--- config.mk ---
export PLATFORM = sky130hd
export DESIGN_NAME = dump_ctrl
export DESIGN_NICKNAME = d
export VERILOG_FILES = /design/src/rtl/dump_ctrl_pkg.sv /design/src/rtl/dump_addr_cnt.sv /design/src/rtl/dump_ctrl.sv
export SDC_FILE = /design/constraint.sdc
export NUM_CORES = 1
export LEC_CHECK = 0
export ABC_AREA = 0
export BUFFER_PORTS_ARGS = -buffer_cell sky130_fd_sc_hd__buf_2
export CAP_MARGIN = 20
export CORE_ASPECT_RATIO = 0.5
export CORE_MARGIN = 5
export CORE_UTILIZATION = 25
export CTS_CLUSTER_SIZE = 25
export DETAILED_ROUTE_END_ITERATION = 7
export HOLD_SLACK_MARGIN = 0.08
export PLACE_DENSITY_LB_ADDON = 0.3
export SYNTH_ARGS = -nofsm -noshare
export SYNTH_HDL_FRONTEND = slang
export SYNTH_HIERARCHICAL = 1
export SYNTH_SLANG_ARGS = --single-unit
export TNS_END_PERCENT = 30
--- constraint.sdc ---
create_clock -name clk -period 2.4 [get_ports clk]
set_input_delay 0.24 -clock clk [delete_from_list [all_inputs] [get_ports clk]]
set_output_delay 0.24 -clock clk [all_outputs]
set_load 0.03 [all_outputs]
--- src/rtl/dump_ctrl_pkg.sv ---
// Shared definitions for the capture-RAM dump controller.
// Contents:
//   state_t       - controller FSM state encoding
//   EEP_SS_CODE   - slave select of the calibration EEPROM
//   SPI_RD_PREFIX - top bits of the EEPROM read command word
//   eep_rd_cmd()  - builds the 16-bit EEPROM read command for a channel/gain pair
package dump_ctrl_pkg;

    typedef enum logic [3:0] {
        IDLE    = 4'd0,
        RD_OFF  = 4'd1,
        WT_OFF  = 4'd2,
        RD_GAIN = 4'd3,
        WT_GAIN = 4'd4,
        RAM_RD  = 4'd5,
        SEND    = 4'd6,
        WT_TX   = 4'd7,
        FIN     = 4'd8
    } state_t;

    localparam logic [2:0] EEP_SS_CODE   = 3'b100;
    localparam logic [1:0] SPI_RD_PREFIX = 2'b00;

    // EEPROM address layout: {channel, gain code, offset(0)/gain(1) select}.
    // The low byte is a don't-care filler clocked out while the EEPROM answers.
    function automatic logic [15:0] eep_rd_cmd(input logic [1:0] ch,
                                               input logic [2:0] gain,
                                               input logic       gain_sel);
        return {SPI_RD_PREFIX, ch, gain, gain_sel, 8'h00};
    endfunction

endpackage

--- src/rtl/dump_addr_cnt.sv ---
// Capture-RAM read address and sample counter for one dump.
// Ports:
//   clk, rst   - clock and synchronous active-high reset
//   load       - start of dump: addr <= load_addr, sample count <= 0
//   load_addr  - first (oldest) sample address
//   inc        - advance to the next sample (address wraps DEPTH-1 -> 0)
//   addr       - current RAM read address
//   last       - current sample is the DEPTH-th (final) sample of the dump
module dump_addr_cnt #(
    parameter int DEPTH = 512
) (
    input  logic                       clk,
    input  logic                       rst,
    input  logic                       load,
    input  logic [$clog2(DEPTH)-1:0]   load_addr,
    input  logic                       inc,
    output logic [$clog2(DEPTH)-1:0]   addr,
    output logic                       last
);

    localparam int            AW  = $clog2(DEPTH);
    localparam logic [AW-1:0] TOP = AW'(DEPTH - 1);
    localparam logic [AW-1:0] ONE = {{(AW-1){1'b0}}, 1'b1};

    logic [AW-1:0] addr_r;
    logic [AW-1:0] cnt_r;

    // Address and sample counter registers with explicit DEPTH wrap.
    always_ff @(posedge clk) begin
        if (rst) begin
            addr_r <= {AW{1'b0}};
            cnt_r  <= {AW{1'b0}};
        end else if (load) begin
            addr_r <= load_addr;
            cnt_r  <= {AW{1'b0}};
        end else if (inc) begin
            addr_r <= (addr_r == TOP) ? {AW{1'b0}} : addr_r + ONE;
            cnt_r  <= (cnt_r == TOP) ? {AW{1'b0}} : cnt_r + ONE;
        end else begin
            addr_r <= addr_r;
            cnt_r  <= cnt_r;
        end
    end

    assign addr = addr_r;
    assign last = (cnt_r == TOP);

endmodule

--- src/rtl/dump_ctrl.sv ---
// Dump controller: on a dump request, reads the offset and gain calibration
// bytes for the selected channel/AFE gain from the SPI EEPROM (strobing the
// correction registers as each byte arrives), then streams all DEPTH captured
// samples from the capture RAM, oldest first, handing each to the UART.
// Ports:
//   clk, rst                         - clock, synchronous active-high reset
//   dump, dump_ch                    - one-cycle dump request and channel (11 reserved)
//   ch1/ch2/ch3_AFEgain              - current AFE gain codes per channel
//   trig_addr                        - RAM address of the newest sample
//   SPI_done, EEP_data               - SPI completion and EEPROM read data
//   wrt_SPI, ss, SPI_data            - SPI start pulse, slave select, command word
//   flopOffset, flopGain             - correction register load strobes
//   ram_addr, ram_ch, ram_rd         - capture RAM read port
//   send_resp, resp_sent             - UART send pulse / byte-done handshake
//   busy, dump_done, dump_err        - status
module dump_ctrl
    import dump_ctrl_pkg::*;
#(
    parameter int         DEPTH  = 512,
    parameter logic [2:0] EEP_SS = EEP_SS_CODE
) (
    input  logic                       clk,
    input  logic                       rst,
    input  logic                       dump,
    input  logic [1:0]                 dump_ch,
    input  logic [2:0]                 ch1_AFEgain,
    input  logic [2:0]                 ch2_AFEgain,
    input  logic [2:0]                 ch3_AFEgain,
    input  logic [$clog2(DEPTH)-1:0]   trig_addr,
    input  logic                       SPI_done,
    input  logic [7:0]                 EEP_data,
    output logic                       wrt_SPI,
    output logic [2:0]                 ss,
    output logic [15:0]                SPI_data,
    output logic                       flopOffset,
    output logic                       flopGain,
    output logic [$clog2(DEPTH)-1:0]   ram_addr,
    output logic [1:0]                 ram_ch,
    output logic                       ram_rd,
    output logic                       send_resp,
    input  logic                       resp_sent,
    output logic                       busy,
    output logic                       dump_done,
    output logic                       dump_err
);

    localparam int            AW  = $clog2(DEPTH);
    localparam logic [AW-1:0] ONE = {{(AW-1){1'b0}}, 1'b1};

    state_t      state_r;
    state_t      next_state_s;
    logic        load_s;
    logic        inc_s;
    logic        err_s;
    logic [2:0]  gain_sel_s;
    logic [1:0]  ch_s;
    logic [2:0]  gain_s;
    logic        last_s;

    logic [1:0]  ch_r;
    logic [2:0]  gain_r;
    logic        wrt_spi_r;
    logic [2:0]  ss_r;
    logic [15:0] spi_data_r;
    logic        ram_rd_r;
    logic        send_r;
    logic        busy_r;
    logic        done_r;
    logic        err_r;
    logic        wt_off_r;
    logic        wt_gain_r;

    // EEP_data is consumed by the correction registers, not by this block.
    logic        unused_s;
    assign unused_s = ^EEP_data;

    dump_addr_cnt #(.DEPTH(DEPTH)) u_addr_cnt (
        .clk       (clk),
        .rst       (rst),
        .load      (load_s),
        .load_addr (trig_addr + ONE),
        .inc       (inc_s),
        .addr      (ram_addr),
        .last      (last_s)
    );

    // Gain code of the channel named by the incoming request.
    always_comb begin
        gain_sel_s = 3'b000;
        case (dump_ch)
            2'b00:   gain_sel_s = ch1_AFEgain;
            2'b01:   gain_sel_s = ch2_AFEgain;
            2'b10:   gain_sel_s = ch3_AFEgain;
            default: gain_sel_s = 3'b000;
        endcase
    end

    // Channel/gain used to build the command: the request itself on the
    // loading cycle (latches not yet updated), the latched copy afterwards.
    always_comb begin
        ch_s   = ch_r;
        gain_s = gain_r;
        if (load_s) begin
            ch_s   = dump_ch;
            gain_s = gain_sel_s;
        end else begin
            ch_s   = ch_r;
            gain_s = gain_r;
        end
    end

    // Next-state logic and counter/error controls.
    always_comb begin
        next_state_s = state_r;
        load_s       = 1'b0;
        inc_s        = 1'b0;
        err_s        = 1'b0;
        case (state_r)
            IDLE: begin
                if (dump) begin
                    if (dump_ch == 2'b11) begin
                        err_s = 1'b1;
                    end else begin
                        load_s       = 1'b1;
                        next_state_s = RD_OFF;
                    end
                end else begin
                    next_state_s = IDLE;
                end
            end
            RD_OFF:  next_state_s = WT_OFF;
            WT_OFF: begin
                if (SPI_done) begin
                    next_state_s = RD_GAIN;
                end else begin
                    next_state_s = WT_OFF;
                end
            end
            RD_GAIN: next_state_s = WT_GAIN;
            WT_GAIN: begin
                if (SPI_done) begin
                    next_state_s = RAM_RD;
                end else begin
                    next_state_s = WT_GAIN;
                end
            end
            RAM_RD:  next_state_s = SEND;
            SEND:    next_state_s = WT_TX;
            WT_TX: begin
                if (resp_sent) begin
                    inc_s        = 1'b1;
                    next_state_s = last_s ? FIN : RAM_RD;
                end else begin
                    next_state_s = WT_TX;
                end
            end
            FIN:     next_state_s = IDLE;
            default: next_state_s = IDLE;
        endcase
    end

    // State register plus outputs registered from the next state, so each
    // strobe is high exactly while the FSM sits in its owning state.
    always_ff @(posedge clk) begin
        if (rst) begin
            state_r    <= IDLE;
            ch_r       <= 2'b00;
            gain_r     <= 3'b000;
            wrt_spi_r  <= 1'b0;
            ss_r       <= 3'b000;
            spi_data_r <= 16'h0000;
            ram_rd_r   <= 1'b0;
            send_r     <= 1'b0;
            busy_r     <= 1'b0;
            done_r     <= 1'b0;
            err_r      <= 1'b0;
            wt_off_r   <= 1'b0;
            wt_gain_r  <= 1'b0;
        end else begin
            state_r   <= next_state_s;
            ch_r      <= ch_s;
            gain_r    <= gain_s;
            wrt_spi_r <= (next_state_s == RD_OFF) || (next_state_s == RD_GAIN);
            ss_r      <= ((next_state_s == RD_OFF)  || (next_state_s == WT_OFF) ||
                          (next_state_s == RD_GAIN) || (next_state_s == WT_GAIN))
                         ? EEP_SS : 3'b000;
            // Command word loads on entry to a read state and holds through its wait.
            if (next_state_s == RD_OFF) begin
                spi_data_r <= eep_rd_cmd(ch_s, gain_s, 1'b0);
            end else if (next_state_s == RD_GAIN) begin
                spi_data_r <= eep_rd_cmd(ch_s, gain_s, 1'b1);
            end else if ((next_state_s == WT_OFF) || (next_state_s == WT_GAIN)) begin
                spi_data_r <= spi_data_r;
            end else begin
                spi_data_r <= 16'h0000;
            end
            ram_rd_r  <= (next_state_s == RAM_RD);
            send_r    <= (next_state_s == SEND);
            busy_r    <= (next_state_s != IDLE);
            done_r    <= (next_state_s == FIN);
            err_r     <= err_s;
            wt_off_r  <= (next_state_s == WT_OFF);
            wt_gain_r <= (next_state_s == WT_GAIN);
        end
    end

    assign wrt_SPI    = wrt_spi_r;
    assign ss         = ss_r;
    assign SPI_data   = spi_data_r;
    // Correction registers capture EEP_data in the very cycle SPI_done reports it.
    assign flopOffset = wt_off_r & SPI_done;
    assign flopGain   = wt_gain_r & SPI_done;
    assign ram_ch     = ch_r;
    assign ram_rd     = ram_rd_r;
    assign send_resp  = send_r;
    assign busy       = busy_r;
    assign dump_done  = done_r;
    assign dump_err   = err_r;

endmodule

After elaboration in Yosys (flattened, before gate mapping)
Cells that the tools add are included.
{"block": "classes", "eq_ne": 21, "mux": 24, "n_reduce_logical": 12, "bitwise_logic": 4, "addsub": 3}
{"cell": "14-bit two-way mux", "n": 3}
{"cell": "9-bit two-way mux", "n": 4}
{"cell": "4-bit one-hot mux with 8 select lines", "n": 1}
{"cell": "4-bit by 3-bit equality test with 1-bit output, second input constant", "n": 7}
{"cell": "9-bit by 1-bit adder with 9-bit output, second input constant", "n": 3}
{"cell": "9-bit equality test, second input constant", "n": 2}
{"cell": "4-bit by 2-bit equality test with 1-bit output, second input constant", "n": 4}
{"cell": "4-bit two-way mux", "n": 4}
{"cell": "3-bit one-hot mux with 3 select lines", "n": 1}
{"cell": "4-bit by 1-bit equality test with 1-bit output, second input constant", "n": 2}
{"cell": "1-bit two-way mux", "n": 8}
{"cell": "3-bit two-way mux", "n": 2}
{"cell": "1-bit logical OR", "n": 5}
{"cell": "2-bit equality test, second input constant", "n": 2}
{"cell": "4-bit equality test, second input constant", "n": 1}
{"cell": "4-bit logical NOT", "n": 1}
{"cell": "4-bit nonzero test", "n": 1}
{"cell": "2-bit OR reduction", "n": 2}
{"cell": "3-bit inequality test, second input constant", "n": 1}
{"cell": "3-bit OR reduction", "n": 1}
{"cell": "1-bit bitwise AND", "n": 2}
{"cell": "2-bit by 1-bit equality test with 1-bit output, second input constant", "n": 1}
{"cell": "2-bit logical NOT", "n": 1}
{"cell": "2-bit two-way mux", "n": 1}
{"cell": "other kinds (3)", "n": 4}
{"block": "totals", "output_inout_bits": 38, "reg_bits": 44, "elab_cells": 80, "inputBits": 33}

Logic depth before layout (Yosys ltp)
{"block": "logic_depth", "depth_word": 9, "mapped_depth": 8, "depth_no_buf": 8}

By module
The synthesis kept the hierarchy.
{"module": "dump_ctrl", "seq_area_each_um2": 480.5, "cells_each": 137, "n_inst": 1, "area_per_inst_um2": 1310.0}
{"module": "dump_addr_cnt", "seq_area_each_um2": 360.3, "cells_each": 119, "n_inst": 1, "area_per_inst_um2": 1027.2}

Least setup slack after synthesis
OpenSTA, ideal clock, no wires.
{"block": "synth_timing", "path_kind": "register to register", "start": "register u_addr_cnt.addr_r[0] (netlist: u_addr_cnt/addr[0])", "end": "register u_addr_cnt.addr_r[7] (netlist: u_addr_cnt/addr[7])", "path_buffers": 0, "slack_ps": 228, "stages_incl_launch_ff": 8, "t_required_ps": 2321, "arrival_time_ps": 2093, "synth_period_minus_slack_ps": 2172, "setup_time_ps": 79, "path_cell_list": "dfxtp_1 -> ha_1 -> nand3_1 -> nor2_1 -> ha_1 -> or4b_1 -> or4_1 -> o211ai_1"}
{"block": "synth_via", "elab_chain_cells": 4, "elab_cells_between_ends": 5, "cone_classes": "add/sub: 1; eq/ne: 1; mux: 3"}
{"element": "start: declaration", "line_no": "dump_addr_cnt.sv:25", "rtl": "logic [AW-1:0] addr_r;"}
{"element": "start signal: assignment", "line_no": "dump_addr_cnt.sv:31", "rtl": "addr_r <= {AW{1'b0}};"}
{"element": "start signal: assignment", "line_no": "dump_addr_cnt.sv:34", "rtl": "addr_r <= load_addr;"}
{"element": "start signal: assignment", "line_no": "dump_addr_cnt.sv:37", "rtl": "addr_r <= (addr_r == TOP) ? {AW{1'b0}} : addr_r + ONE;"}
{"element": "9-bit by 1-bit adder with 9-bit output or 9-bit equality test (tied branches)", "line_no": "dump_addr_cnt.sv:37"}
{"element": "9-bit two-way mux *", "line_no": "dump_addr_cnt.sv:37"}
{"element": "9-bit two-way mux *", "line_no": "dump_addr_cnt.sv:36", "rtl": "end else if (inc) begin"}
{"element": "9-bit two-way mux *", "line_no": "dump_addr_cnt.sv:33", "rtl": "end else if (load) begin"}
Every way passes the cells marked *; elsewhere a longest branch is shown, timed or not. The select of a mux whose other input is x is not followed.
A chain may end at the register's enable or synchronous reset.

Worst setup path after layout
{"block": "layout_timing", "start": "register u_addr_cnt.cnt_r[0]", "end": "register spi_data_r[11] (netlist: SPI_data[11])"}
{"block": "layout_via", "elab_chain_cells": 7, "elab_cells_between_ends": 12, "cone_classes": "eq/ne: 6; mux: 5; reduce/logical: 1"}
{"element": "start: declaration", "line_no": "dump_addr_cnt.sv:26", "rtl": "logic [AW-1:0] cnt_r;"}
{"element": "start signal: assignment", "line_no": "dump_addr_cnt.sv:32", "rtl": "cnt_r <= {AW{1'b0}};"}
{"element": "start signal: assignment", "line_no": "dump_addr_cnt.sv:35", "rtl": "cnt_r <= {AW{1'b0}};"}
{"element": "start signal: assignment", "line_no": "dump_addr_cnt.sv:38", "rtl": "cnt_r <= (cnt_r == TOP) ? {AW{1'b0}} : cnt_r + ONE;"}
{"element": "9-bit equality test *", "line_no": "dump_addr_cnt.sv:46", "rtl": "assign last = (cnt_r == TOP);"}
{"element": "via last_s", "line_no": "dump_ctrl.sv:58", "rtl": "logic last_s;"}
{"element": "4-bit two-way mux *", "line_no": "dump_ctrl.sv:152", "rtl": "next_state_s = last_s ? FIN : RAM_RD;"}
{"element": "4-bit two-way mux *", "line_no": "dump_ctrl.sv:150", "rtl": "if (resp_sent) begin"}
{"element": "4-bit one-hot mux with 8 select lines *", "line_no": "dump_ctrl.sv:118", "rtl": "case (state_r)"}
{"element": "4-bit by 2-bit equality test with 1-bit output (tied with other cells)", "line_no": "dump_ctrl.sv:192", "rtl": "end else if ((next_state_s == WT_OFF) || (next_state_s == WT_GAIN)) begin"}
{"element": "1-bit logical OR or 14-bit two-way mux (tied branches)", "line_no": "dump_ctrl.sv:192, dump_ctrl.sv:190"}
{"element": "3-bit inequality test (no source line) or 14-bit two-way mux (tied branches)"}
{"element": "end signal: assignment", "line_no": "dump_ctrl.sv:189", "rtl": "spi_data_r <= eep_rd_cmd(ch_s, gain_s, 1'b0);"}
{"element": "end signal: assignment", "line_no": "dump_ctrl.sv:191", "rtl": "spi_data_r <= eep_rd_cmd(ch_s, gain_s, 1'b1);"}
{"element": "end signal: assignment", "line_no": "dump_ctrl.sv:193", "rtl": "spi_data_r <= spi_data_r;"}
{"element": "end: declaration", "line_no": "dump_ctrl.sv:64", "rtl": "logic [15:0] spi_data_r;"}
Mark *: on every way through the listed nets, which the timed path passes. The rest lies on a longest branch.

==> Implementation_results.wiki <==
{| class="wikitable"
! Metric !! Value
|-
| Slowest library cell on the worst path || dfxtp_1
|-
| Global-route met2 utilization || 14.73%
|-
| Fraction of post-synthesis cell area in the top cell type by area || between 30% and 40%
|-
| Async set-reset flop share out of synthesis || 0%
|-
| Count of state elements after synthesis || 42
|-
| Worst IR Drop VDD || around 0.30 mV
|-
| Sink Count || 42
|-
| Critical Path Sink Type || register
|-
| Max Root-Sink Buffers || 2
|-
| Max-Cap Viols || 0
|-
| Total wirelength of the detailed-routed design || 5734 µm
|-
| Number of remaining DRC errors || 0
|-
| Clock transition at the registers of the reported paths || 60 ps
|-
| Cell Rows || 24
|-
| Antenna Nets Post-Route || 0
|-
| Met3 Track Usage GR || 3.222%
|-
| Average wire per cell in the routed design || 13.40 µm
|-
| CTS Hold Bufs || 0
|-
| Leakage dissipation || 1.214 nW
|-
| Total number of vias || 2,041
|-
| Total Routing Usage GR || 9.652%
|-
| Post-synthesis adder-cell area fraction || 3.747%
|-
| Quantity of I/O buffers inserted on ports || 50
|-
| Arrival time of data at the critical path endpoint || 2430 ps
|-
| CTS tree || done
|-
| Fraction of layout cells with a size suffix above 1 || a little over a quarter
|-
| Endpoint required time on the critical path || 2570 ps
|-
| Cell breakdown of the critical path || ha_1 -> nand2_2 -> nor3_4 -> ha_2 -> and4b_1 -> a2111oi_4 -> nor4_4 -> buf_4 -> a221o_1
|-
| Final Hold Fails || 0
|-
| CP Buf/Inv Count || 1
|-
| Worst setup skew after layout || 6.278 ps
|-
| Count of cell types in the netlist || 57
|-
| Final count of negative-setup-slack endpoints || 0
|-
| Final Max Tran Viols || 0
|-
| Clock root buffer || clkbuf_16
|-
| HPWL Detailed || 4332 µm
|-
| Setup TNS || 0 ps
|-
| Drt pass-1 iters || 4
|-
| Starting density of the core || approximately a quarter
|-
| Number of nets at the end of the flow || between 300 and 400
|-
| Setup crit start || u_addr_cnt/cnt_r[0]$_SDFFE_PP0P_
|-
| Longest individual stage delay on the worst path || 380 ps
|-
| Max H-tree Level || 2
|-
| Number of buffers added by the clock tree synthesis step || 5
|-
| Die footprint || 11,500 µm²
|-
| Area growth, synth to finish || 24.41%
|-
| Portion of the post-synthesis area used by sequential elements || between 30% and 40%
|-
| Power Density || 705.0 nW/µm²
|-
| Launching point of the worst reg2reg path || u_addr_cnt/cnt_r[0]$_SDFFE_PP0P_
|-
| Final weighted congestion of routability-driven global placement || 0.8360
|-
| Vias in the first global route || 1,917
|-
| Iteration-0 DRC count of the detailed router || 107
|-
| Ys flop type || dfxtp_1
|-
| Met1 Usage GRT || 12.66%
|-
| Most area-consuming cells after synthesis || dfxtp_1, buf_4, nor2_1
|-
| Via-to-Cell Ratio || 4.769
|-
| Pin count of the biggest net entering global routing || 23
|-
| Area of the core region || 8919 µm²
|-
| Pre-CTS setup slack || 67.71 ps
|-
| Hold_sp || dump_ch[1]
|-
| Synthesis Warnings || 6
|-
| Area of the mapped netlist || 2337 µm²
|-
| Die Span Y || 78.37 µm
|-
| Number of antenna violations at the first check in global routing || 0
|-
| Family with the most delay on the worst path || compound AO/OA/AOI/OAI gates
|-
| Worst-case setup margin in the final layout || 148.2 ps
|-
| Highest-utilization routing layer at the global route stage || met2
|-
| Mux share of post-synthesis cell area || 2.570%
|-
| Run status || finished, final reports clean
|-
| Post-layout min period || 2252 ps
|-
| EDFF count, synth || 0
|-
| Top-level I/O count || 71
|-
| Unrepaired setup endpoints after global routing || no
|-
| Achievable clock frequency || 444.1 MHz
|-
| Worst-skew pair later-pin latency || 290 ps
|-
| Cell type with the highest aggregate area in the netlist || dfxtp_1
|-
| Horiz. Die Dim || 146.7 µm
|-
| Startpoint class of the critical path || register
|-
| Mapped Avg Cell Area || 9.130 µm²
|-
| Complex-gate fraction of the synthesized area || 18.90%
|-
| Overflow left after global routing || 0
|-
| Synthesized netlist cell count || 256
|-
| Synth Area in XOR/XNOR || around 4.1%
|-
| Area fraction in and, or, nand and nor cells after synthesis || between 20% and 30%
|-
| Type of the worst min-delay path || in -> reg
|-
| Global-route wire length before repair || 9190 µm
|-
| Maximum net fanout on the critical path || 6
|-
| Combinational family with the most area after synthesis || simple AND/OR/NAND/NOR gates
|-
| Period utilisation layout || 93.83%
|-
| Total power of the final layout || 2.050 mW
|-
| Number of inserted diodes || 0
|-
| Worst setup path category || reg -> reg
|-
| Worst R2R Setup Slack || between 100 and 150 ps
|}
-- registers in the layout, indices dropped and copies added, names as in the netlist --
register          count
wrt_SPI               1
SPI_data              6
state_r               4
ss                    1
busy                  1
ram_rd                1
send_resp             1
wt_off_r              1
ram_ch                2
dump_err              1
gain_r                3
u_addr_cnt/addr       9
dump_done             1
wt_gain_r             1
u_addr_cnt/cnt_r      9
-- routing by layer --
layer  vias to the layer above  routed length (µm)
li1                       1035                   -
met1                       930                2835
met2                        69                2440
met3                         7                 388
met4                         0                  70
met5                         -                   0
-- layout by cell type (no fill, tap or decap), drive strengths merged, types with 5 or more instances in the layout --
cell	synthesis	layout
o21ai	5	5
nand4	8	8
a211oi	9	9
nor2b	5	5
nor3b	6	6
dfxtp	42	42
clkbuf	6	5
conb	1	12
nor3	11	11
a21oi	8	8
o211ai	5	5
buf	20	62
nor2	24	24
mux2i	6	6
xnor2	6	6
inv	5	5
nand3	6	6
nand2	14	14
xor2	5	5
ha	7	7
-- cell type report --
cell class | instances | area, µm²
sequential | 42 | 840.8
multi-input combinational | 193 | 1346
clock buffer | 5 | 125.1
timing repair buffer | 62 | 352.8
clock inverter | 3 | 68.82
fill | 933 | 6011
inverter | 6 | 27.53
tap | 117 | 146.4
-- metrics by stage --
stage	util, %	hold slack (ps)	std cells	cell area, µm²
floorplan	-	323.5	267	2379
global placement	30.08	441.4	418	2683
detailed placement	30.08	453.2	418	2683
CTS	32.39	270.2	427	2889
global route	32.60	286.6	428	2908
finish	32.60	279.6	428	2908
-- power by group --
group	leakage, nW	total [mW]	internal (mW)	switching, mW
combinational	0.778	0.388	0.134	0.254
sequential	0.342	0.772	0.740	0.0321
clock	0.0940	0.889	0.598	0.292
-- final timing paths --
path,to,depth (start not counted)
hold reg to reg,SPI_data[8]$_SDFFE_PP0P_,1
hold / removal,dump_err$_SDFF_PP0_,3
setup / recovery,SPI_data[11]$_SDFFE_PP0P_,9
setup reg to reg,SPI_data[11]$_SDFFE_PP0P_,9
-- what timing repair did --
| item | in CTS | in global routing |
|---|---|---|
| pin swaps | 1 | 1 |
| gates resized for setup | 1 | 3 |
| endpoints found under the setup margin | 1 | 5 |
| buffers inserted | 1 | 1 |
-- tightest hold or removal path, stage by stage --
cell	delay (ps)
buf_2	140
nand4b_1	100
nor3b_1	50
-- synthesized netlist by cell type, types with 4 or more instances --
master / n
dfxtp_1: 42
nor2_1: 24
buf_4: 13
nand2_1: 13
nor3_1: 10
a211oi_1: 8
a21oi_1: 8
nand4_1: 8
ha_1: 7
clkbuf_1: 6
mux2i_1: 6
nand3_1: 6
nor3b_1: 6
xnor2_1: 6
inv_1: 5
nor2b_1: 5
o211ai_1: 5
o21ai_0: 5
xor2_1: 5
a31oi_1: 4
and2_1: 4
buf_6: 4
-- kinds of logic (layout without fill, tap and decap cells) --
family | count (synthesis) | after routing
flops | 42 | 42
compound gates | 56 | 56
simple gates | 101 | 101
mux | 6 | 6
xor+xnor | 11 | 11
buf+inv | 32 | 76
other cells | 1 | 12
fa+ha+maj | 7 | 7
(Power assumes the default switching activity.)
